## config.mk

```make
export PLATFORM = sky130hd
export DESIGN_NAME = fp_cvt_lu_d_pipe
export DESIGN_NICKNAME = d
export VERILOG_FILES = /design/src/rtl/fp_d_pkg.sv /design/src/rtl/fp_cvt_lu_d_round.sv /design/src/rtl/fp_cvt_lu_d_pipe.sv
export SDC_FILE = /design/constraint.sdc
export NUM_CORES = 1
export LEC_CHECK = 0
export ABC_CLOCK_PERIOD_IN_PS = 5220
export CAP_MARGIN = 25
export CORE_ASPECT_RATIO = 1.5
export CORE_MARGIN = 10
export CORE_UTILIZATION = 35
export CTS_CLUSTER_DIAMETER = 150
export DETAILED_ROUTE_END_ITERATION = 7
export PLACE_DENSITY = 0.54
export SLEW_MARGIN = 20
export SYNTH_ARGS = -nofsm -noshare
export SYNTH_HDL_FRONTEND = slang
export SYNTH_SLANG_ARGS = --single-unit
```

## constraint.sdc

```tcl
create_clock -name clk -period 5.22 [get_ports clk]
set_input_delay 0.522 -clock clk [delete_from_list [all_inputs] [get_ports clk]]
set_output_delay 0.522 -clock clk [all_outputs]
set_load 0.005 [all_outputs]
```

## src/rtl/fp_d_pkg.sv

```systemverilog
// Shared double-precision constants and the stage-1 payload used by the FCVT.LU.D converter.
package fp_d_pkg;

    localparam int unsigned DP_EXP_W  = 11;
    localparam int unsigned DP_FRAC_W = 52;
    localparam int unsigned DP_BIAS   = 1023;
    localparam int unsigned U64_W     = 64;
    localparam int unsigned FFLAG_W   = 5;
    localparam int unsigned FFLAG_NV  = 4;
    localparam int unsigned FFLAG_NX  = 0;

    localparam logic [2:0] RM_RNE = 3'b000;
    localparam logic [2:0] RM_RTZ = 3'b001;
    localparam logic [2:0] RM_RDN = 3'b010;
    localparam logic [2:0] RM_RUP = 3'b011;
    localparam logic [2:0] RM_RMM = 3'b100;

    localparam logic [U64_W-1:0] U64_MAX = '1;

    // Aligned operand handed from classify/align to round/saturate.
    typedef struct packed {
        logic             sign;
        logic             special_max;   // NaN or +Inf
        logic             special_neg;   // -Inf
        logic             overflow;      // |x| >= 2^64
        logic [U64_W-1:0] int_part;
        logic             guard;
        logic             sticky;
        logic [2:0]       rm;
    } cvt_s1_t;

endpackage

```

## src/rtl/fp_cvt_lu_d_round.sv

```systemverilog
// Stage 2 of FCVT.LU.D: rounding increment, add, saturation and fflags.
module fp_cvt_lu_d_round
    import fp_d_pkg::*;
(
    input  cvt_s1_t            s1,
    output logic [U64_W-1:0]   lu_c,
    output logic [FFLAG_W-1:0] fflags_c
);

    logic             inexact;
    logic             inc;
    logic [U64_W-1:0] mag;

    // Select the increment for the rounding mode; reserved encodings behave as RNE.
    always_comb begin
        inexact = s1.guard | s1.sticky;
        inc     = 1'b0;
        case (s1.rm)
            RM_RTZ:  inc = 1'b0;
            RM_RDN:  inc = s1.sign & inexact;
            RM_RUP:  inc = ~s1.sign & inexact;
            RM_RMM:  inc = s1.guard;
            default: inc = s1.guard & (s1.sticky | s1.int_part[0]);
        endcase
        mag = s1.int_part + U64_W'(inc);
    end

    // Apply specials/saturation; NV and NX are mutually exclusive.
    always_comb begin
        lu_c     = '0;
        fflags_c = '0;
        if (s1.special_max || (s1.overflow && !s1.sign)) begin
            lu_c               = U64_MAX;
            fflags_c[FFLAG_NV] = 1'b1;
        end else if (s1.special_neg || s1.overflow) begin
            fflags_c[FFLAG_NV] = 1'b1;
        end else if (s1.sign) begin
            if (mag != '0) begin
                fflags_c[FFLAG_NV] = 1'b1;
            end else begin
                fflags_c[FFLAG_NX] = inexact;
            end
        end else begin
            lu_c               = mag;
            fflags_c[FFLAG_NX] = inexact;
        end
    end

endmodule

```

## src/rtl/fp_cvt_lu_d_pipe.sv

```systemverilog
// Two-stage valid/ready binary64 -> uint64 converter (RISC-V FCVT.LU.D).
module fp_cvt_lu_d_pipe
    import fp_d_pkg::*;
#(
    parameter int unsigned TAG_W = 4
) (
    input  logic               clk,
    input  logic               rst_n,
    input  logic               in_valid,
    output logic               in_ready,
    input  logic [63:0]        in_d,
    input  logic [2:0]         in_rm,
    input  logic [TAG_W-1:0]   in_tag,
    output logic               out_valid,
    input  logic               out_ready,
    output logic [63:0]        out_lu,
    output logic [4:0]         out_fflags,
    output logic [TAG_W-1:0]   out_tag
);

    localparam int unsigned SH_W = 6;
    localparam logic [DP_EXP_W-1:0] EXP_MAX  = '1;
    localparam logic [DP_EXP_W-1:0] EXP_OVF  = DP_EXP_W'(DP_BIAS + U64_W);
    localparam logic [DP_EXP_W-1:0] EXP_LSH  = DP_EXP_W'(DP_BIAS + DP_FRAC_W);
    localparam logic [DP_EXP_W-1:0] EXP_ONE  = DP_EXP_W'(DP_BIAS);
    localparam logic [DP_EXP_W-1:0] EXP_HALF = DP_EXP_W'(DP_BIAS - 1);

    logic                  sign;
    logic [DP_EXP_W-1:0]   exp_f;
    logic [DP_FRAC_W-1:0]  frac;
    logic [U64_W-1:0]      mant;
    logic [SH_W-1:0]       lsh;
    logic [SH_W-1:0]       rsh;
    logic [2*U64_W-1:0]    ext;
    cvt_s1_t               cls;

    logic                  s1_valid;
    cvt_s1_t               s1_q;
    logic [TAG_W-1:0]      s1_tag;
    logic                  s2_load;
    logic [U64_W-1:0]      rnd_lu;
    logic [FFLAG_W-1:0]    rnd_fflags;

    // Output stage refills when empty or draining; input stage whenever it can pass its op on.
    assign s2_load  = !out_valid || out_ready;
    assign in_ready = !s1_valid || s2_load;

    // Stage 1: classify operand and align the significand to the integer point.
    always_comb begin
        sign  = in_d[63];
        exp_f = in_d[62:52];
        frac  = in_d[51:0];
        mant  = {(U64_W-DP_FRAC_W-1)'(0), 1'b1, frac};
        lsh   = SH_W'(exp_f - EXP_LSH);
        rsh   = SH_W'(EXP_LSH - exp_f);
        ext   = {mant, U64_W'(0)} >> rsh;

        cls      = '0;
        cls.sign = sign;
        cls.rm   = in_rm;
        if (exp_f == EXP_MAX) begin
            if (frac != '0 || !sign) cls.special_max = 1'b1;
            else                     cls.special_neg = 1'b1;
        end else if (exp_f == '0) begin
            cls.sticky = (frac != '0);
        end else if (exp_f >= EXP_OVF) begin
            cls.overflow = 1'b1;
        end else if (exp_f >= EXP_LSH) begin
            cls.int_part = mant << lsh;
        end else if (exp_f >= EXP_ONE) begin
            cls.int_part = ext[2*U64_W-1:U64_W];
            cls.guard    = ext[U64_W-1];
            cls.sticky   = |ext[U64_W-2:0];
        end else if (exp_f == EXP_HALF) begin
            cls.guard  = 1'b1;
            cls.sticky = (frac != '0);
        end else begin
            cls.sticky = 1'b1;
        end
    end

    // Stage 1 register.
    always_ff @(posedge clk) begin
        if (!rst_n) begin
            s1_valid <= 1'b0;
            s1_q     <= '0;
            s1_tag   <= '0;
        end else if (in_ready) begin
            s1_valid <= in_valid;
            if (in_valid) begin
                s1_q   <= cls;
                s1_tag <= in_tag;
            end
        end
    end

    fp_cvt_lu_d_round u_round (
        .s1       (s1_q),
        .lu_c     (rnd_lu),
        .fflags_c (rnd_fflags)
    );

    // Stage 2 / output register; contents held while stalled.
    always_ff @(posedge clk) begin
        if (!rst_n) begin
            out_valid  <= 1'b0;
            out_lu     <= '0;
            out_fflags <= '0;
            out_tag    <= '0;
        end else if (s2_load) begin
            out_valid <= s1_valid;
            if (s1_valid) begin
                out_lu     <= rnd_lu;
                out_fflags <= rnd_fflags;
                out_tag    <= s1_tag;
            end
        end
    end

endmodule
```

==> tab_implementation.tex, run 1 <==
\begin{tabular}{lr}
\hline
Metric & Value \\
\hline
\multicolumn{2}{l}{\textbf{Layout}} \\
\quad Non-filler cells in the finished layout & around 2,600 \\
\quad Layout cell share with drive strength beyond 1 & 0.1428 \\
\quad Nets@finish & 2,116 \\
\quad Antenna diode count & 0 \\
\quad Filler cell count in the final layout & 4,553 \\
\quad Area added between synthesis and finish & 17.09\% \\
\multicolumn{2}{l}{\textbf{CTS}} \\
\quad Number of clock sinks & 149 \\
\quad Number of clock buffers inserted by TritonCTS & 17 \\
\quad Worst-skew pair later-pin latency & 0.44 ns \\
\quad Post-CTS sizing & 0 \\
\quad Clock slew seen by the registers of the worst setup and hold paths & about 0.07 ns \\
\quad Root buffer selected by CTS & sky130\_fd\_sc\_hd\_\_clkbuf\_16 \\
\quad Hold-fix buffer count after cts & 0 \\
\quad Number of levels in the clock H-tree & 4 \\
\quad CTS tree & done \\
\quad Post-CTS setup buffer count & 0 \\
\quad Max Root-Sink Buffers & 2 \\
\multicolumn{2}{l}{\textbf{Hold path}} \\
\quad Critical hold path startpoint & out\_tag[0] \\
\quad Cells on Worst Hold Path & 2 \\
\quad Class of the most critical hold timing path & reg -> reg \\
\quad Capture endpoint of the worst hold path & out\_tag[0] \\
\multicolumn{2}{l}{\textbf{STA}} \\
\quad Setup skew after layout & 0.01119 ns \\
\quad Rel. slew slack & 0.2782 \\
\quad Max-slew violation count & 0 \\
\quad Minimum clock period after layout & 4.927 ns \\
\quad Setup repair after global routing missed its margin & false \\
\quad Final-report setup violation count & 0 \\
\quad Number of failing hold endpoints at the final stage & 0 \\
\quad Final-layout setup total negative slack & 0 ns \\
\quad Top achievable clock speed & 203.0 MHz \\
\quad Worst-Margin Slew & about 1.1 ns \\
\quad Final period utilization & 0.9438 \\
\multicolumn{2}{l}{\textbf{Critical path}} \\
\quad Depth of the most critical reg-to-reg path & 15 \\
\quad Slowest CP cell & sky130\_fd\_sc\_hd\_\_nor3b\_1 \\
\quad Worst path cell trace & clkdlybuf4s50\_1 > inv\_1 > ha\_1 > nor4b\_1 > nand3\_1 > nor3b\_1 > nand3\_1 > nor2\_1 > nand2\_1 > o21ai\_0 > a22oi\_1 > nor2\_1 \\
\quad Reg-to-reg endpoint & out\_fflags[0] \\
\quad Largest fanout of any net on the critical path & 15 \\
\quad Beginning of the worst register-to-register path & s1\_q[3] \\
\quad Required time at the endpoint of the critical path & 5.60 ns \\
\quad Buffers plus inverters on the worst setup path & 2 \\
\quad Slack of the worst reg-to-reg path & about 0.63 ns \\
\quad Crit Path Category & in -> reg \\
\quad Start point of the critical path & in\_d[55] \\
\quad Critical path launch point type & primary input \\
\quad Worst setup EP type & flop \\
\quad Endpoint arrival time on the critical path & 5.31 ns \\
\quad Cell family contributing the most delay on the critical path & simple AND/OR/NAND/NOR gates \\
\quad Delay contributed by the slowest stage of the critical path & 0.91 ns \\
\multicolumn{2}{l}{\textbf{Logic synthesis}} \\
\quad Synth area leaders & sky130\_fd\_sc\_hd\_\_dfxtp\_1, sky130\_fd\_sc\_hd\_\_mux4\_2, sky130\_fd\_sc\_hd\_\_mux2i\_1 \\
\quad Count of flip-flops with a built-in enable after synthesis & 0 \\
\quad Yosys top cell by area & sky130\_fd\_sc\_hd\_\_dfxtp\_1 \\
\quad Combined area of all synthesized cells & 15,090 sq um \\
\quad Gate Count Post-Synth & 1,980 \\
\quad Sequential-to-total area share from yosys stat & 0.1976 \\
\quad Warnings from Yosys & 0 \\
\quad Synth cell count leaders & sky130\_fd\_sc\_hd\_\_nand2\_1, sky130\_fd\_sc\_hd\_\_nor2\_1, sky130\_fd\_sc\_hd\_\_o21ai\_0 \\
\quad Most used flip-flop cell after synthesis & sky130\_fd\_sc\_hd\_\_dfxtp\_1 \\
\quad Synthesized area per cell & 7.623 sq um \\
\quad Flop and latch count out of synthesis & 149 \\
\quad Number of distinct library cell variants in the gate-level netlist after synthesis & 82 \\
\quad Post-synth top area share & 0.1976 \\
\quad Ys async rst share & 0 \\
\quad Most used standard cell by instance count after synthesis & sky130\_fd\_sc\_hd\_\_nand2\_1 \\
\multicolumn{2}{l}{\textbf{Placement}} \\
\quad Cell Count Post-Placement & 2,581 \\
\quad Quantity of I/O buffers inserted on ports & 146 \\
\quad Global placement routability congestion & 1.051 \\
\quad Post-DP HPWL & 56,440 microns \\
\multicolumn{2}{l}{\textbf{Die}} \\
\quad Overall die height & about 270 microns \\
\quad Chip width & 189.6 microns \\
\quad Area enclosed by the die boundary & 52,000 sq um \\
\quad I/O pins & 150 \\
\quad Effective utilization at floorplan & 0.3525 \\
\quad Rows & 93 \\
\quad Core area & 42,820 sq um \\
\multicolumn{2}{l}{\textbf{Pwr}} \\
\quad Largest vdd supply drop & 0.0002133 V \\
\quad Power per cell area & 248.7 nW/um\^{}2 \\
\quad Sw Ratio & 0.4116 \\
\quad Switching Power & roughly 1.8 mW \\
\quad Fraction of power consumed by the clock network & 0.287 \\
\quad Share of power burned in combinational logic & 0.419 \\
\quad Cell-internal power & roughly 2.6 mW \\
\quad Part of the power in registers & 0.295 \\
\quad Leakage Power & between 6 and 7 nW \\
\multicolumn{2}{l}{\textbf{Drt}} \\
\quad Average wire per standard cell & 27.17 microns \\
\quad Final routed DRC violation total & 0 \\
\quad Post-route antenna net violation count & 0 \\
\quad Final routed wirelength across all metal layers & 71,050 microns \\
\quad Detailed-route vias per instance & 6.153 \\
\quad Detailed router's first-iteration violation count & 1,473 \\
\quad DR pass1 iterations & 5 \\
\quad Total number of vias & 16,090 \\
\multicolumn{2}{l}{\textbf{Outcome}} \\
\quad Status & complete, no violations \\
\multicolumn{2}{l}{\textbf{Global route}} \\
\quad Aggregate global-route resource usage & 0.2663 \\
\quad First-pass GRT wire length & approximately 110,000 microns \\
\quad Total overflow reported by the global router & 0 \\
\quad Vias in the first global route & 15,940 \\
\quad Largest net degree at the start of global routing & 77 \\
\quad Number of antenna violations at the first check in global routing & 0 \\
\multicolumn{2}{l}{\textbf{Run}} \\
\quad Maxcap violations & 0 \\
\hline
\end{tabular}
area by class of cell:
cell class,count,area [sq um],share of cell area
Tap cell,570,713.2,0.04035
Clock inverter,15,180.2,0.01019
Inverter,21,78.83,0.004460
Clock buffer,17,425.4,0.02407
Multi-Input combinational cell,1631,11330,0.6411
Sequential cell,149,2983,0.1688
Timing Repair Buffer,212,1963,0.1111
stage by stage:
stage               power, mW  hold WS [ns]  instance area (sq um)  setup slack (ns)  utilization
global placement        3.118        0.4377                  17060          -0.09077       0.3983
global route            4.603        0.4767                  17670            0.1768       0.4127
finish                  4.395        0.4531                  17670            0.2932       0.4127
CTS                     4.381        0.4551                  17660            0.4290       0.4125
floorplan               2.396        0.4297                  15100             1.339            -
detailed placement      3.112        0.4449                  17060          -0.03676       0.3983
worst register-to-register path, cell delays in order, from the launching register on:
cell                       delay [ns]
sky130_fd_sc_hd__dfxtp_1         0.59
sky130_fd_sc_hd__o21ai_0         0.16
sky130_fd_sc_hd__nand2_1         0.08
sky130_fd_sc_hd__a21oi_1         0.06
sky130_fd_sc_hd__nor2_1          0.22
sky130_fd_sc_hd__ha_1            0.31
sky130_fd_sc_hd__ha_1            0.29
sky130_fd_sc_hd__and2_1          0.32
sky130_fd_sc_hd__nand4_1         0.24
sky130_fd_sc_hd__nor4_1          0.83
sky130_fd_sc_hd__nand3_1         0.20
sky130_fd_sc_hd__xor2_1          0.22
sky130_fd_sc_hd__nand4_1         0.19
sky130_fd_sc_hd__nor4b_2         0.29
sky130_fd_sc_hd__nand4_1         0.21
sky130_fd_sc_hd__a311oi_2        0.28
state kept, by name, indices dropped and copies added (netlist names):
| signal | flops |
|---|---|
| out_valid | 1 |
| out_tag | 4 |
| s1_valid | 1 |
| out_lu | 64 |
| s1_q | 73 |
| s1_tag | 4 |
| out_fflags | 2 |
per-layer routing:
layer / track usage / wire, microns
met1: 0.2980 / 26730
met2: 0.4693 / 35610
met3: 0.03128 / 3813
met4: 0.1709 / 4899
met5: 0 / 0
power groups by stage:
stage / sequential (mW) / combinational [mW] / clock (mW)
global placement: 1.32 / 1.80 / 0
finish: 1.30 / 1.84 / 1.26
global route: 1.31 / 1.96 / 1.34
detailed placement: 1.32 / 1.79 / 0
floorplan: 1.28 / 1.12 / 0
CTS: 1.29 / 1.80 / 1.29
cell usage in the layout (no fill, tap or decap), types with 17 or more instances in the layout:
cell type / count
sky130_fd_sc_hd__o22ai_1: 17
sky130_fd_sc_hd__nor4_1: 34
sky130_fd_sc_hd__o21ai_0: 158
sky130_fd_sc_hd__mux2_2: 36
sky130_fd_sc_hd__clkdlybuf4s50_1: 142
sky130_fd_sc_hd__clkbuf_16: 17
sky130_fd_sc_hd__dfxtp_1: 149
sky130_fd_sc_hd__nor2_1: 258
sky130_fd_sc_hd__mux4_2: 81
sky130_fd_sc_hd__nand2_1: 262
sky130_fd_sc_hd__nor3_1: 41
sky130_fd_sc_hd__xor2_1: 39
sky130_fd_sc_hd__buf_4: 62
sky130_fd_sc_hd__nand3_1: 54
sky130_fd_sc_hd__mux2i_1: 120
sky130_fd_sc_hd__o221ai_1: 21
sky130_fd_sc_hd__o221a_2: 28
sky130_fd_sc_hd__a22oi_1: 37
sky130_fd_sc_hd__xnor2_1: 38
sky130_fd_sc_hd__nand4_1: 34
sky130_fd_sc_hd__a21oi_1: 144
logic make-up after synthesis:
group	after synthesis	synth area share
other	1	0.0002485
AO/OA/AOI/OAI	517	0.2182
adder cells (fa/ha/maj)	9	0.007461
XOR/XNOR	85	0.04982
flip-flops	149	0.1976
buffers and inverters	202	0.05828
AND/OR/NAND/NOR	780	0.2411
multiplexers	237	0.2273
how the worst max path moves through the flow:
stage,endpoint,slack (ns),depth (start not counted)
detailed placement,s1_q[11],-0.04,12
global route,s1_q[11],0.18,12
finish,s1_q[8],0.29,12
global placement,s1_q[11],-0.09,12
floorplan,s1_q[54],1.34,15
CTS,s1_q[11],0.43,12
Power figures use the tool's default switching activity.
==> run 2, diff against run 1 <==
--- a/config.mk
+++ b/config.mk
@@ -13,6 +13,8 @@
 export CTS_CLUSTER_DIAMETER = 150
 export DETAILED_ROUTE_END_ITERATION = 7
 export PLACE_DENSITY = 0.54
+export REMOVE_ABC_BUFFERS = 1
+export SKIP_LAST_GASP = 1
 export SLEW_MARGIN = 20
 export SYNTH_ARGS = -nofsm -noshare
 export SYNTH_HDL_FRONTEND = slang
==> run 2 against run 1 <==
Net effect:
- clock skew grew 0.0026 ns
- via count shrank 0.19%
- die area is the same
- register-to-register slack gained 0.12 ns
- utilization shrank 0.061 points
- maximum frequency grew 10%
- worst setup slack gained 0.45 ns
- first-iteration DRC count grew 8.4%
==> tab_implementation.tex, run 2 (synthesized netlist as in run 1, its figures left out) <==
\begin{tabular}{lr}
\hline
Metric & Value \\
\hline
\multicolumn{2}{l}{\textbf{Global route}} \\
\quad Total overflow reported by the global router & 0 (unchanged) \\
\quad Aggregate global-route resource usage & 0.2553 (-0.01097) \\
\quad Met3 track utilization from global routing & 0.02772 (-0.003561) \\
\quad Met1 layer usage reported by global route & 0.2764 (-0.02157) \\
\quad Vias in the first global route & 15,790 (-0.93\%) \\
\quad Largest net degree at the start of global routing & 79 (+2.6\%) \\
\quad First-pass GRT wire length & 101,900 microns (-3.5\%) \\
\quad Routing usage on met2 & 0.4500 (-0.01927) \\
\quad Most used routing layer & met2 \\
\quad Number of antenna violations at the first check in global routing & 0 (unchanged) \\
\multicolumn{2}{l}{\textbf{Placement}} \\
\quad Post-DP HPWL & 54,260 microns (-3.9\%) \\
\quad Quantity of I/O buffers inserted on ports & 146 (unchanged) \\
\quad Global placement routability congestion & 1.011 (-3.8\%) \\
\quad Cell Count Post-Placement & 2,580 (-0.039\%) \\
\multicolumn{2}{l}{\textbf{Layout}} \\
\quad Leading registers by flop count & s1\_q (73), out\_lu (64) \\
\quad Biggest register & s1\_q \\
\quad Filler cell count in the final layout & 4,508 (-0.99\%) \\
\quad Top library cells by usage in the layout, fill and taps aside & sky130\_fd\_sc\_hd\_\_nand2\_1, sky130\_fd\_sc\_hd\_\_nor2\_1, sky130\_fd\_sc\_hd\_\_o21ai\_0 \\
\quad Area added between synthesis and finish & 16.92\% \\
\quad Antenna diode count & 0 (unchanged) \\
\quad Max reg flops & 73 (unchanged) \\
\quad Layout cell share with drive strength beyond 1 & 0.1411 (-0.001680) \\
\quad Non-filler cells in the finished layout & 2,611 (-0.15\%) \\
\quad Leading cell type in the layout, fill and taps excluded & sky130\_fd\_sc\_hd\_\_nand2\_1 \\
\quad Nets@finish & 2,113 (-0.14\%) \\
\multicolumn{2}{l}{\textbf{Critical path}} \\
\quad Critical path launch point type & flop \\
\quad Required time at the endpoint of the critical path & 5.57 ns (-0.03 ns) \\
\quad Worst path cell trace & xnor2\_1 > nor3b\_1 > a21oi\_1 > nor2\_1 > ha\_1 > ha\_1 > and2\_1 > nand4\_1 > nor4\_1 > nand3\_1 > xor2\_1 > nand4\_1 > nor4b\_2 > nand4\_1 > a311oi\_2 \\
\quad Slowest CP cell & sky130\_fd\_sc\_hd\_\_nor4\_1 \\
\quad Crit Path Category & reg -> reg \\
\quad Reg-to-reg endpoint & out\_fflags[0] \\
\quad Largest fanout of any net on the critical path & 6 (-9) \\
\quad Worst setup EP type & flop \\
\quad Delay contributed by the slowest stage of the critical path & 0.68 ns (-0.23 ns) \\
\quad Depth of the most critical reg-to-reg path & 15 (unchanged) \\
\quad Slack of the worst reg-to-reg path & 0.75 ns (+0.12 ns) \\
\quad Cell with the most instances on the worst path & sky130\_fd\_sc\_hd\_\_nand4\_1 \\
\quad Endpoint arrival time on the critical path & 4.83 ns (-0.48 ns) \\
\quad Beginning of the worst register-to-register path & s1\_q[72] \\
\multicolumn{2}{l}{\textbf{STA}} \\
\quad Rel. slew slack & 0.2806 (+0.002443) \\
\quad Max-slew violation count & 0 (unchanged) \\
\quad Setup skew after layout & 0.01375 ns (+0.002554 ns) \\
\quad Final period utilization & 0.8569 (-0.08690) \\
\quad Minimum clock period after layout & 4.473 ns (-0.4536 ns) \\
\quad Worst-Margin Slew & 1.079 ns (-0.001328 ns) \\
\quad Final-report setup violation count & 0 (unchanged) \\
\quad Setup repair after global routing missed its margin & false \\
\quad Tightest hold margin & 0.4561 ns (+0.002991 ns) \\
\quad Number of failing hold endpoints at the final stage & 0 (unchanged) \\
\quad Final-layout setup total negative slack & 0 ns (unchanged) \\
\quad Top achievable clock speed & 223.6 MHz (+10\%) \\
\multicolumn{2}{l}{\textbf{CTS}} \\
\quad Number of levels in the clock H-tree & 4 (unchanged) \\
\quad Post-CTS sizing & 0 (unchanged) \\
\quad Clock slew seen by the registers of the worst setup and hold paths & 0.07 ns (about the same) \\
\quad Max Root-Sink Buffers & 2 (unchanged) \\
\quad Root buffer selected by CTS & sky130\_fd\_sc\_hd\_\_clkbuf\_16 \\
\quad Number of clock sinks & 149 (unchanged) \\
\quad Number of clock buffers inserted by TritonCTS & 17 (unchanged) \\
\quad CTS tree & done \\
\quad Post-CTS setup buffer count & 0 (unchanged) \\
\quad Hold-fix buffer count after cts & 0 (unchanged) \\
\quad Worst-skew pair later-pin latency & 0.44 ns (about the same) \\
\multicolumn{2}{l}{\textbf{Hold path}} \\
\quad Critical hold path startpoint & s1\_tag[2] \\
\quad Class of the most critical hold timing path & reg -> reg \\
\quad Cells on Worst Hold Path & 2 (unchanged) \\
\quad Capture endpoint of the worst hold path & s1\_tag[2] \\
\multicolumn{2}{l}{\textbf{Die}} \\
\quad Core area & 42,820 sq um (unchanged) \\
\quad Overall die height & 274.3 microns (unchanged) \\
\quad I/O pins & 150 (unchanged) \\
\quad Chip width & 189.6 microns (unchanged) \\
\quad Effective utilization at floorplan & 0.3525 (unchanged) \\
\quad Rows & 93 (unchanged) \\
\quad Area enclosed by the die boundary & 52,000 sq um (unchanged) \\
\multicolumn{2}{l}{\textbf{Drt}} \\
\quad Detailed router's first-iteration violation count & 1,597 (+8.4\%) \\
\quad Final routed wirelength across all metal layers & 68,430 microns (-3.7\%) \\
\quad Final routed DRC violation total & 0 (unchanged) \\
\quad Average wire per standard cell & 26.21 microns (-3.5\%) \\
\quad Post-route antenna net violation count & 0 (unchanged) \\
\quad DR pass1 iterations & 6 (+1) \\
\quad Total number of vias & 16,060 (-0.19\%) \\
\quad Detailed-route vias per instance & 6.151 (about the same) \\
\multicolumn{2}{l}{\textbf{Pwr}} \\
\quad Largest vdd supply drop & 0.0002377 V (+11\%) \\
\quad Power per cell area & 246.3 nW/um\^{}2 (-0.95\%) \\
\quad Leakage Power & 6.568 nW (-0.39\%) \\
\multicolumn{2}{l}{\textbf{Outcome}} \\
\quad Status & complete, no violations \\
\multicolumn{2}{l}{\textbf{Run}} \\
\quad Maxcap violations & 0 (unchanged) \\
\hline
\end{tabular}
==> run 2: final cells by class <==
type                       instances  area, sq um  share of cell area
clock buffer                      18        439.2             0.02489
clock inverter                    13        137.6            0.007799
inverter                          21        78.83            0.004467
multi-input combinational       1631        11330              0.6420
sequential                       149         2983              0.1690
tap                              570        713.2             0.04041
timing repair buffer             209         1966              0.1114
==> run 2: worst max-delay path by stage <==
| stage | startpoint | end | slack, ns |
|---|---|---|---|
| floorplan | in_d[53] | s1_q[47] | 0.63 |
| global placement | s1_q[72] | out_fflags[0] | 0.82 |
| detailed placement | in_d[52] | s1_q[33] | 0.78 |
| CTS | s1_q[72] | out_fflags[0] | 0.76 |
| global route | s1_q[72] | out_fflags[0] | 0.39 |
| finish | s1_q[72] | out_fflags[0] | 0.75 |
==> run 2: stage by stage <==
| stage | total power, mW | area [sq um] | worst slack, ns | util |
|---|---|---|---|---|
| after floorplan | 2.314 | 14300 | 0.6252 | - |
| after global placement | 3.106 | 17060 | 0.8154 | 0.3984 |
| after detailed placement | 3.112 | 17070 | 0.7820 | 0.3986 |
| after CTS | 4.339 | 17650 | 0.7643 | 0.4121 |
| after global routing | 4.536 | 17650 | 0.3938 | 0.4121 |
| final | 4.347 | 17650 | 0.7468 | 0.4121 |
==> run 2: power by group <==
part	internal (mW)	switching [mW]	total (mW)
combinational	0.688	1.14	1.83
sequential	1.21	0.0844	1.29
clock	0.684	0.540	1.22
total	2.58	1.77	4.35
==> run 2: worst max-delay path, delay by kind of cell (launching register included) <==
kind / cells / cell delay (ns)
flip-flops: 1 / 0.47
AO/OA/AOI/OAI: 2 / 0.42
adder cells (fa/ha/maj): 2 / 0.46
AND/OR/NAND/NOR: 9 / 2.67
XOR/XNOR: 2 / 0.35
==> run 2: per-layer routing <==
metal | part of all wire | vias up
li1 | - | 7471
met1 | 0.37 | 7712
met2 | 0.51 | 676
met3 | 0.043 | 200
met4 | 0.080 | 0
met5 | 0 | -
